[src/rtl/dut_fsm_test_ctrl.sv]
// Run-level sequencer for the DUT FSM test path: arms the checker, drives the
// 1,2,3 stimulus pattern for a programmed number of windows and counts errors.
module dut_fsm_test_ctrl #(
  parameter int IO_SIZE_G = 4,
  parameter int WIN_W     = 16,
  parameter int ERRCNT_W  = 16
) (
  input  logic                 clk_i,
  input  logic                 rst_n_i,
  input  logic                 start_i,
  input  logic                 abort_i,
  input  logic [WIN_W-1:0]     num_windows_i,
  input  logic                 inject_i,
  input  logic                 err_data_i,
  input  logic                 err_state_i,
  output logic                 chk_rst_o,
  output logic [IO_SIZE_G-1:0] data_o,
  output logic                 busy_o,
  output logic                 done_o,
  output logic [WIN_W-1:0]     win_cnt_o,
  output logic [ERRCNT_W-1:0]  err_data_cnt_o,
  output logic [ERRCNT_W-1:0]  err_state_cnt_o
);

  localparam logic [2:0] S_IDLE  = 3'd0;
  localparam logic [2:0] S_ARM   = 3'd1;
  localparam logic [2:0] S_RUN   = 3'd2;
  localparam logic [2:0] S_DRAIN = 3'd3;
  localparam logic [2:0] S_DONE  = 3'd4;

  localparam logic [IO_SIZE_G-1:0] TICK_MAX  = {IO_SIZE_G{1'b1}};
  localparam logic [IO_SIZE_G-1:0] TICK_ONE  = IO_SIZE_G'(1);
  localparam logic [IO_SIZE_G-1:0] PAT_ONE   = IO_SIZE_G'(1);
  localparam logic [IO_SIZE_G-1:0] PAT_TWO   = IO_SIZE_G'(2);
  localparam logic [IO_SIZE_G-1:0] PAT_THREE = IO_SIZE_G'(3);
  localparam logic [IO_SIZE_G-1:0] PAT_INJ   = IO_SIZE_G'(4);
  localparam logic [WIN_W-1:0]     WIN_ONE   = WIN_W'(1);
  localparam logic [ERRCNT_W-1:0]  ERR_ONE   = ERRCNT_W'(1);

  function automatic logic [ERRCNT_W-1:0] sat_inc(input logic [ERRCNT_W-1:0] v);
    return (v == {ERRCNT_W{1'b1}}) ? v : v + ERR_ONE;
  endfunction

  logic [2:0]           state_q, state_d;
  logic                 arm_q, arm_d;
  logic [1:0]           drain_q, drain_d;
  logic [IO_SIZE_G-1:0] tick_q, tick_d;
  logic                 inj_q, inj_d;
  logic [WIN_W-1:0]     num_q, num_d;
  logic [WIN_W-1:0]     win_q, win_d;
  logic [WIN_W-1:0]     win_inc_s;
  logic [ERRCNT_W-1:0]  errd_q, errd_d;
  logic [ERRCNT_W-1:0]  errs_q, errs_d;
  logic [IO_SIZE_G-1:0] data_q, data_d;
  logic                 chk_rst_q, chk_rst_d;
  logic                 busy_q, busy_d;
  logic                 done_q, done_d;

  assign win_inc_s = win_q + WIN_ONE;

  // Next-state, counter and stimulus computation
  always_comb begin
    state_d = state_q;
    arm_d   = arm_q;
    drain_d = drain_q;
    tick_d  = tick_q;
    inj_d   = inj_q;
    num_d   = num_q;
    win_d   = win_q;
    errd_d  = errd_q;
    errs_d  = errs_q;
    data_d  = '0;
    case (state_q)
      S_IDLE, S_DONE: begin
        if (start_i) begin
          state_d = S_ARM;
          num_d   = num_windows_i;
          win_d   = '0;
          errd_d  = '0;
          errs_d  = '0;
          tick_d  = '0;
          inj_d   = 1'b0;
          arm_d   = 1'b0;
        end else begin
          state_d = state_q;
        end
      end
      S_ARM: begin
        if (arm_q) begin
          state_d = (num_q == '0) ? S_DONE : S_RUN;
        end else begin
          arm_d = 1'b1;
        end
      end
      S_RUN: begin
        tick_d = tick_q + TICK_ONE;
        if (inject_i) begin
          inj_d = 1'b1;
        end else begin
          inj_d = inj_q;
        end
        // Abort drops the partial window; data goes quiet for the drain
        if (abort_i) begin
          state_d = S_DRAIN;
          drain_d = 2'd0;
        end else begin
          if (tick_q == TICK_MAX) begin
            win_d = win_inc_s;
            if (win_inc_s == num_q) begin
              state_d = S_DRAIN;
              drain_d = 2'd0;
            end else begin
              state_d = S_RUN;
            end
          end else begin
            win_d = win_q;
          end
          case (tick_q)
            PAT_ONE:   data_d = PAT_ONE;
            PAT_TWO:   data_d = PAT_TWO;
            PAT_THREE: data_d = PAT_THREE;
            PAT_INJ: begin
              if (inj_q) begin
                data_d = {IO_SIZE_G{1'b1}};
                inj_d  = 1'b0;
              end else begin
                data_d = '0;
              end
            end
            default:   data_d = '0;
          endcase
        end
      end
      S_DRAIN: begin
        if (drain_q == 2'd2) begin
          state_d = S_DONE;
        end else begin
          drain_d = drain_q + 2'd1;
        end
      end
      default: state_d = S_IDLE;
    endcase

    if ((state_q == S_RUN) || (state_q == S_DRAIN)) begin
      errd_d = err_data_i  ? sat_inc(errd_q) : errd_q;
      errs_d = err_state_i ? sat_inc(errs_q) : errs_q;
    end else begin
      errd_d = errd_d;
      errs_d = errs_d;
    end
  end

  // Output flags are derived from the next state so they line up with it
  always_comb begin
    chk_rst_d = (state_d == S_IDLE) || (state_d == S_ARM);
    busy_d    = (state_d == S_ARM) || (state_d == S_RUN) || (state_d == S_DRAIN);
    done_d    = (state_d == S_DONE) && (state_q != S_DONE);
  end

  // State and output registers
  always_ff @(posedge clk_i or negedge rst_n_i) begin
    if (!rst_n_i) begin
      state_q   <= S_IDLE;
      arm_q     <= 1'b0;
      drain_q   <= 2'd0;
      tick_q    <= '0;
      inj_q     <= 1'b0;
      num_q     <= '0;
      win_q     <= '0;
      errd_q    <= '0;
      errs_q    <= '0;
      data_q    <= '0;
      chk_rst_q <= 1'b1;
      busy_q    <= 1'b0;
      done_q    <= 1'b0;
    end else begin
      state_q   <= state_d;
      arm_q     <= arm_d;
      drain_q   <= drain_d;
      tick_q    <= tick_d;
      inj_q     <= inj_d;
      num_q     <= num_d;
      win_q     <= win_d;
      errd_q    <= errd_d;
      errs_q    <= errs_d;
      data_q    <= data_d;
      chk_rst_q <= chk_rst_d;
      busy_q    <= busy_d;
      done_q    <= done_d;
    end
  end

  assign chk_rst_o       = chk_rst_q;
  assign data_o          = data_q;
  assign busy_o          = busy_q;
  assign done_o          = done_q;
  assign win_cnt_o       = win_q;
  assign err_data_cnt_o  = errd_q;
  assign err_state_cnt_o = errs_q;

endmodule
[config.mk]
export PLATFORM = sky130hd
export DESIGN_NAME = dut_fsm_test_ctrl
export DESIGN_NICKNAME = d
export VERILOG_FILES = /design/src/rtl/dut_fsm_test_ctrl.sv
export SDC_FILE = /design/constraint.sdc
export NUM_CORES = 1
export LEC_CHECK = 0
export CORE_MARGIN = 2
export CORE_UTILIZATION = 53
export CTS_CLUSTER_SIZE = 25
export DETAILED_ROUTE_END_ITERATION = 7
export GPL_ROUTABILITY_DRIVEN = 0
export PLACE_DENSITY = 0.89
export SKIP_CTS_REPAIR_TIMING = 1
export SYNTH_ARGS = -nofsm -noshare
export SYNTH_HDL_FRONTEND = slang
export SYNTH_SLANG_ARGS = --single-unit
[constraint.sdc]
create_clock -name clk_i -period 2.6 [get_ports clk_i]
set_input_delay 0.26 -clock clk_i [delete_from_list [all_inputs] [get_ports clk_i]]
set_output_delay 0.26 -clock clk_i [all_outputs]
set_load 0.1 [all_outputs]
==> metrics.txt <==
Area contributors post-synth dfrtp_1 44%, nand2_1 8.2%, xnor2_1 5.8%; Critical Path AT 2620 ps; antenna violations before repair 0; final setup fails 0; Hold Slack -11.3 ps; clock sink count 81; Crit Path Max Fanout 9; power density over the cells 891 mW/mm^2; cell count after synthesis 505; Die Y-Extent 96.4 um; vias in the first global route 3950; Vias/cell 5.90; First DRT Iteration DRCs 164; Core ar. 0.00826 sq mm; ANT nets after route 0; setup TNS 0 ps; via count 4050; GRT Util Overall 0.255; top-count cell post-synth nand2_1; Max Freq 0.415 GHz; Diodes inserted 0; Synth Cell Area 0.00453 sq mm; routed len/inst 16.2 um; Yosys warnings 0; Syn Area/Cell 8.96 sq um; area grow syn2layout 20.0%; r2r startpoint win_cnt_o[0]; pin count of the biggest net entering global routing 65; drt total wl 11.1 mm; worst relative slew slack 0.354; CTS tree yes; commonest cells in the netlist 99 x nand2_1, 80 x dfrtp_1, 54 x nor2_1; synthesized flop and latch total 81; Num CTS Buffers 9; die area 0.00930 sq mm; Post-synth ARST share 1.00; MaxCap Viol Count 0; PortBufs 77; failing checks hold timing; final hold violation count 16; Critical Path RT 2810 ps; I/O pin count 78; post-synthesis sequential area ratio 0.448; Synth cell types 62; pre-CTS setup slack 262 ps; initial core utilization 0.548; cell leakage power 2.48 nW; crit start category flop; top-area cell type share of the netlist area 0.442; Skew-Pair Late Insertion Delay 350 ps; num rows 33; fin. max-slew vios 0; Post-synth EDFFs 0; HPWL Detailed 7.80 mm; Detailed Routing Iterations Pass 1 5; HP Class primary input to async pin; VDD IR max 0.841 mV; kind of end point of the critical path flop; status finished with violations; WS Path Type flop to flop; setup skew after layout 12.3 ps; CTS max path bufs 2; # DRC 0; CTS clk-pin slew, worst paths 80 ps; final worst slack 192 ps; Net Count, Synth 536; Worst setup startpoint win_cnt_o[0]; Tightest Pin Transition 965 ps; FF-to-FF path depth 7; first-pass GRT wire length 18.5 mm; Root Buffer clkbuf_8; layout cells sized above 1 0.189; Die W 96.4 um; Layout Nets 608; RSZ-0062 raised after global routing false; CTS H-tree depth 3; crit path time final 2410 ps; Top FF cell, synth dfrtp_1; Synth area leader dfrtp_1; period utilization 0.926; Remaining Overflow, GRT 0
## sequential cells by signal, summed over array words and instances, names as in the netlist
name             count
win_cnt_o           16
tick_q               4
err_state_cnt_o     16
chk_rst_o            1
busy_o               1
done_o               1
drain_q              2
inj_q                1
arm_q                1
err_data_cnt_o      16
data_o               3
num_q               16
state_q              3
## per-layer routing
layer	GRT usage	vias up	part of all wire
met3	0.0481	23	0.073
met4	0.0939	0	0.021
met1	0.325	1961	0.40
li1	-	1895	-
met2	0.432	171	0.50
met5	0	-	0
## worst max-delay path, stage by stage, from the launching register on
cell and delay, ps:
dfrtp_2 440, ha_1 330, nand2_1 190, nor4_4 420
mux2_2 380, mux2i_1 120, and4_1 260, a41oi_1 130
## cell families after synthesis
group | count (synthesis) | synth area share
buffers and inverters | 31 | 0.0310
multiplexers | 4 | 0.00912
XOR/XNOR | 45 | 0.0871
AND/OR/NAND/NOR | 250 | 0.276
adder cells (fa/ha/maj) | 8 | 0.0221
AO/OA/AOI/OAI | 86 | 0.127
flip-flops | 81 | 0.448
## cells in the final DEF, fill, tap and decap left out, types with 3 or more instances in the layout
cell / Yosys / routed
a21oi_1: 10 / 10
a22oi_1: 3 / 3
and2_1: 4 / 4
and3_1: 3 / 3
and4_1: 5 / 5
buf_4: 4 / 63
clkbuf_8: 0 / 11
clkdlybuf4s50_1: 0 / 21
clkinvlp_4: 0 / 3
dfrtp_1: 80 / 70
dfrtp_2: 0 / 10
ha_1: 8 / 8
inv_1: 8 / 8
mux2i_1: 3 / 3
nand2_1: 99 / 99
nand2b_1: 4 / 4
nand3_1: 25 / 25
nand4_1: 5 / 5
nand4b_1: 3 / 3
nor2_1: 54 / 53
nor2b_1: 4 / 4
nor3_1: 13 / 13
nor3b_1: 3 / 3
nor4_1: 9 / 9
o21ai_0: 41 / 41
o31ai_1: 9 / 9
or2_2: 3 / 3
xnor2_1: 30 / 30
xor2_1: 15 / 15
## per-stage QoR
stage | utilization | power, mW | cell area (sq um) | cells | hold WS [ps]
after floorplan | - | 3.44 | 4540 | 505 | -35.6
after global placement | 0.636 | 3.89 | 5250 | 671 | 399
after detailed placement | 0.636 | 3.98 | 5250 | 671 | 402
after CTS | 0.658 | 4.85 | 5430 | 687 | 22.8
after global routing | 0.658 | 5.12 | 5430 | 687 | 56.7
final | 0.658 | 4.84 | 5430 | 687 | -11.3
## where the power goes
part	internal, mW	switching, mW	total [mW]
Clock	0.398	0.465	0.863
Combinational	0.661	1.44	2.10
Sequential	1.54	0.338	1.88
Total	2.60	2.24	4.84
## final timing paths
check                                     to  slack [ps]
setup / recovery                  drain_q[0]         190
hold / removal                  win_cnt_o[4]         -10
setup reg to reg                  drain_q[0]         190
hold reg to reg                win_cnt_o[15]         530
max in group asynchronous  err_data_cnt_o[6]        1940
min in group clk_i                  num_q[0]         440
## cell type report
class                      count  area (sq um)
fill                         675          2820
multi-input combinational    393          2370
sequential                    81          2040
timing repair buffer          84           683
clock buffer                  12           155
tap                          105           131
inverter                       8          30.0
clock inverter                 4          27.5
(Power assumes the default switching activity.)
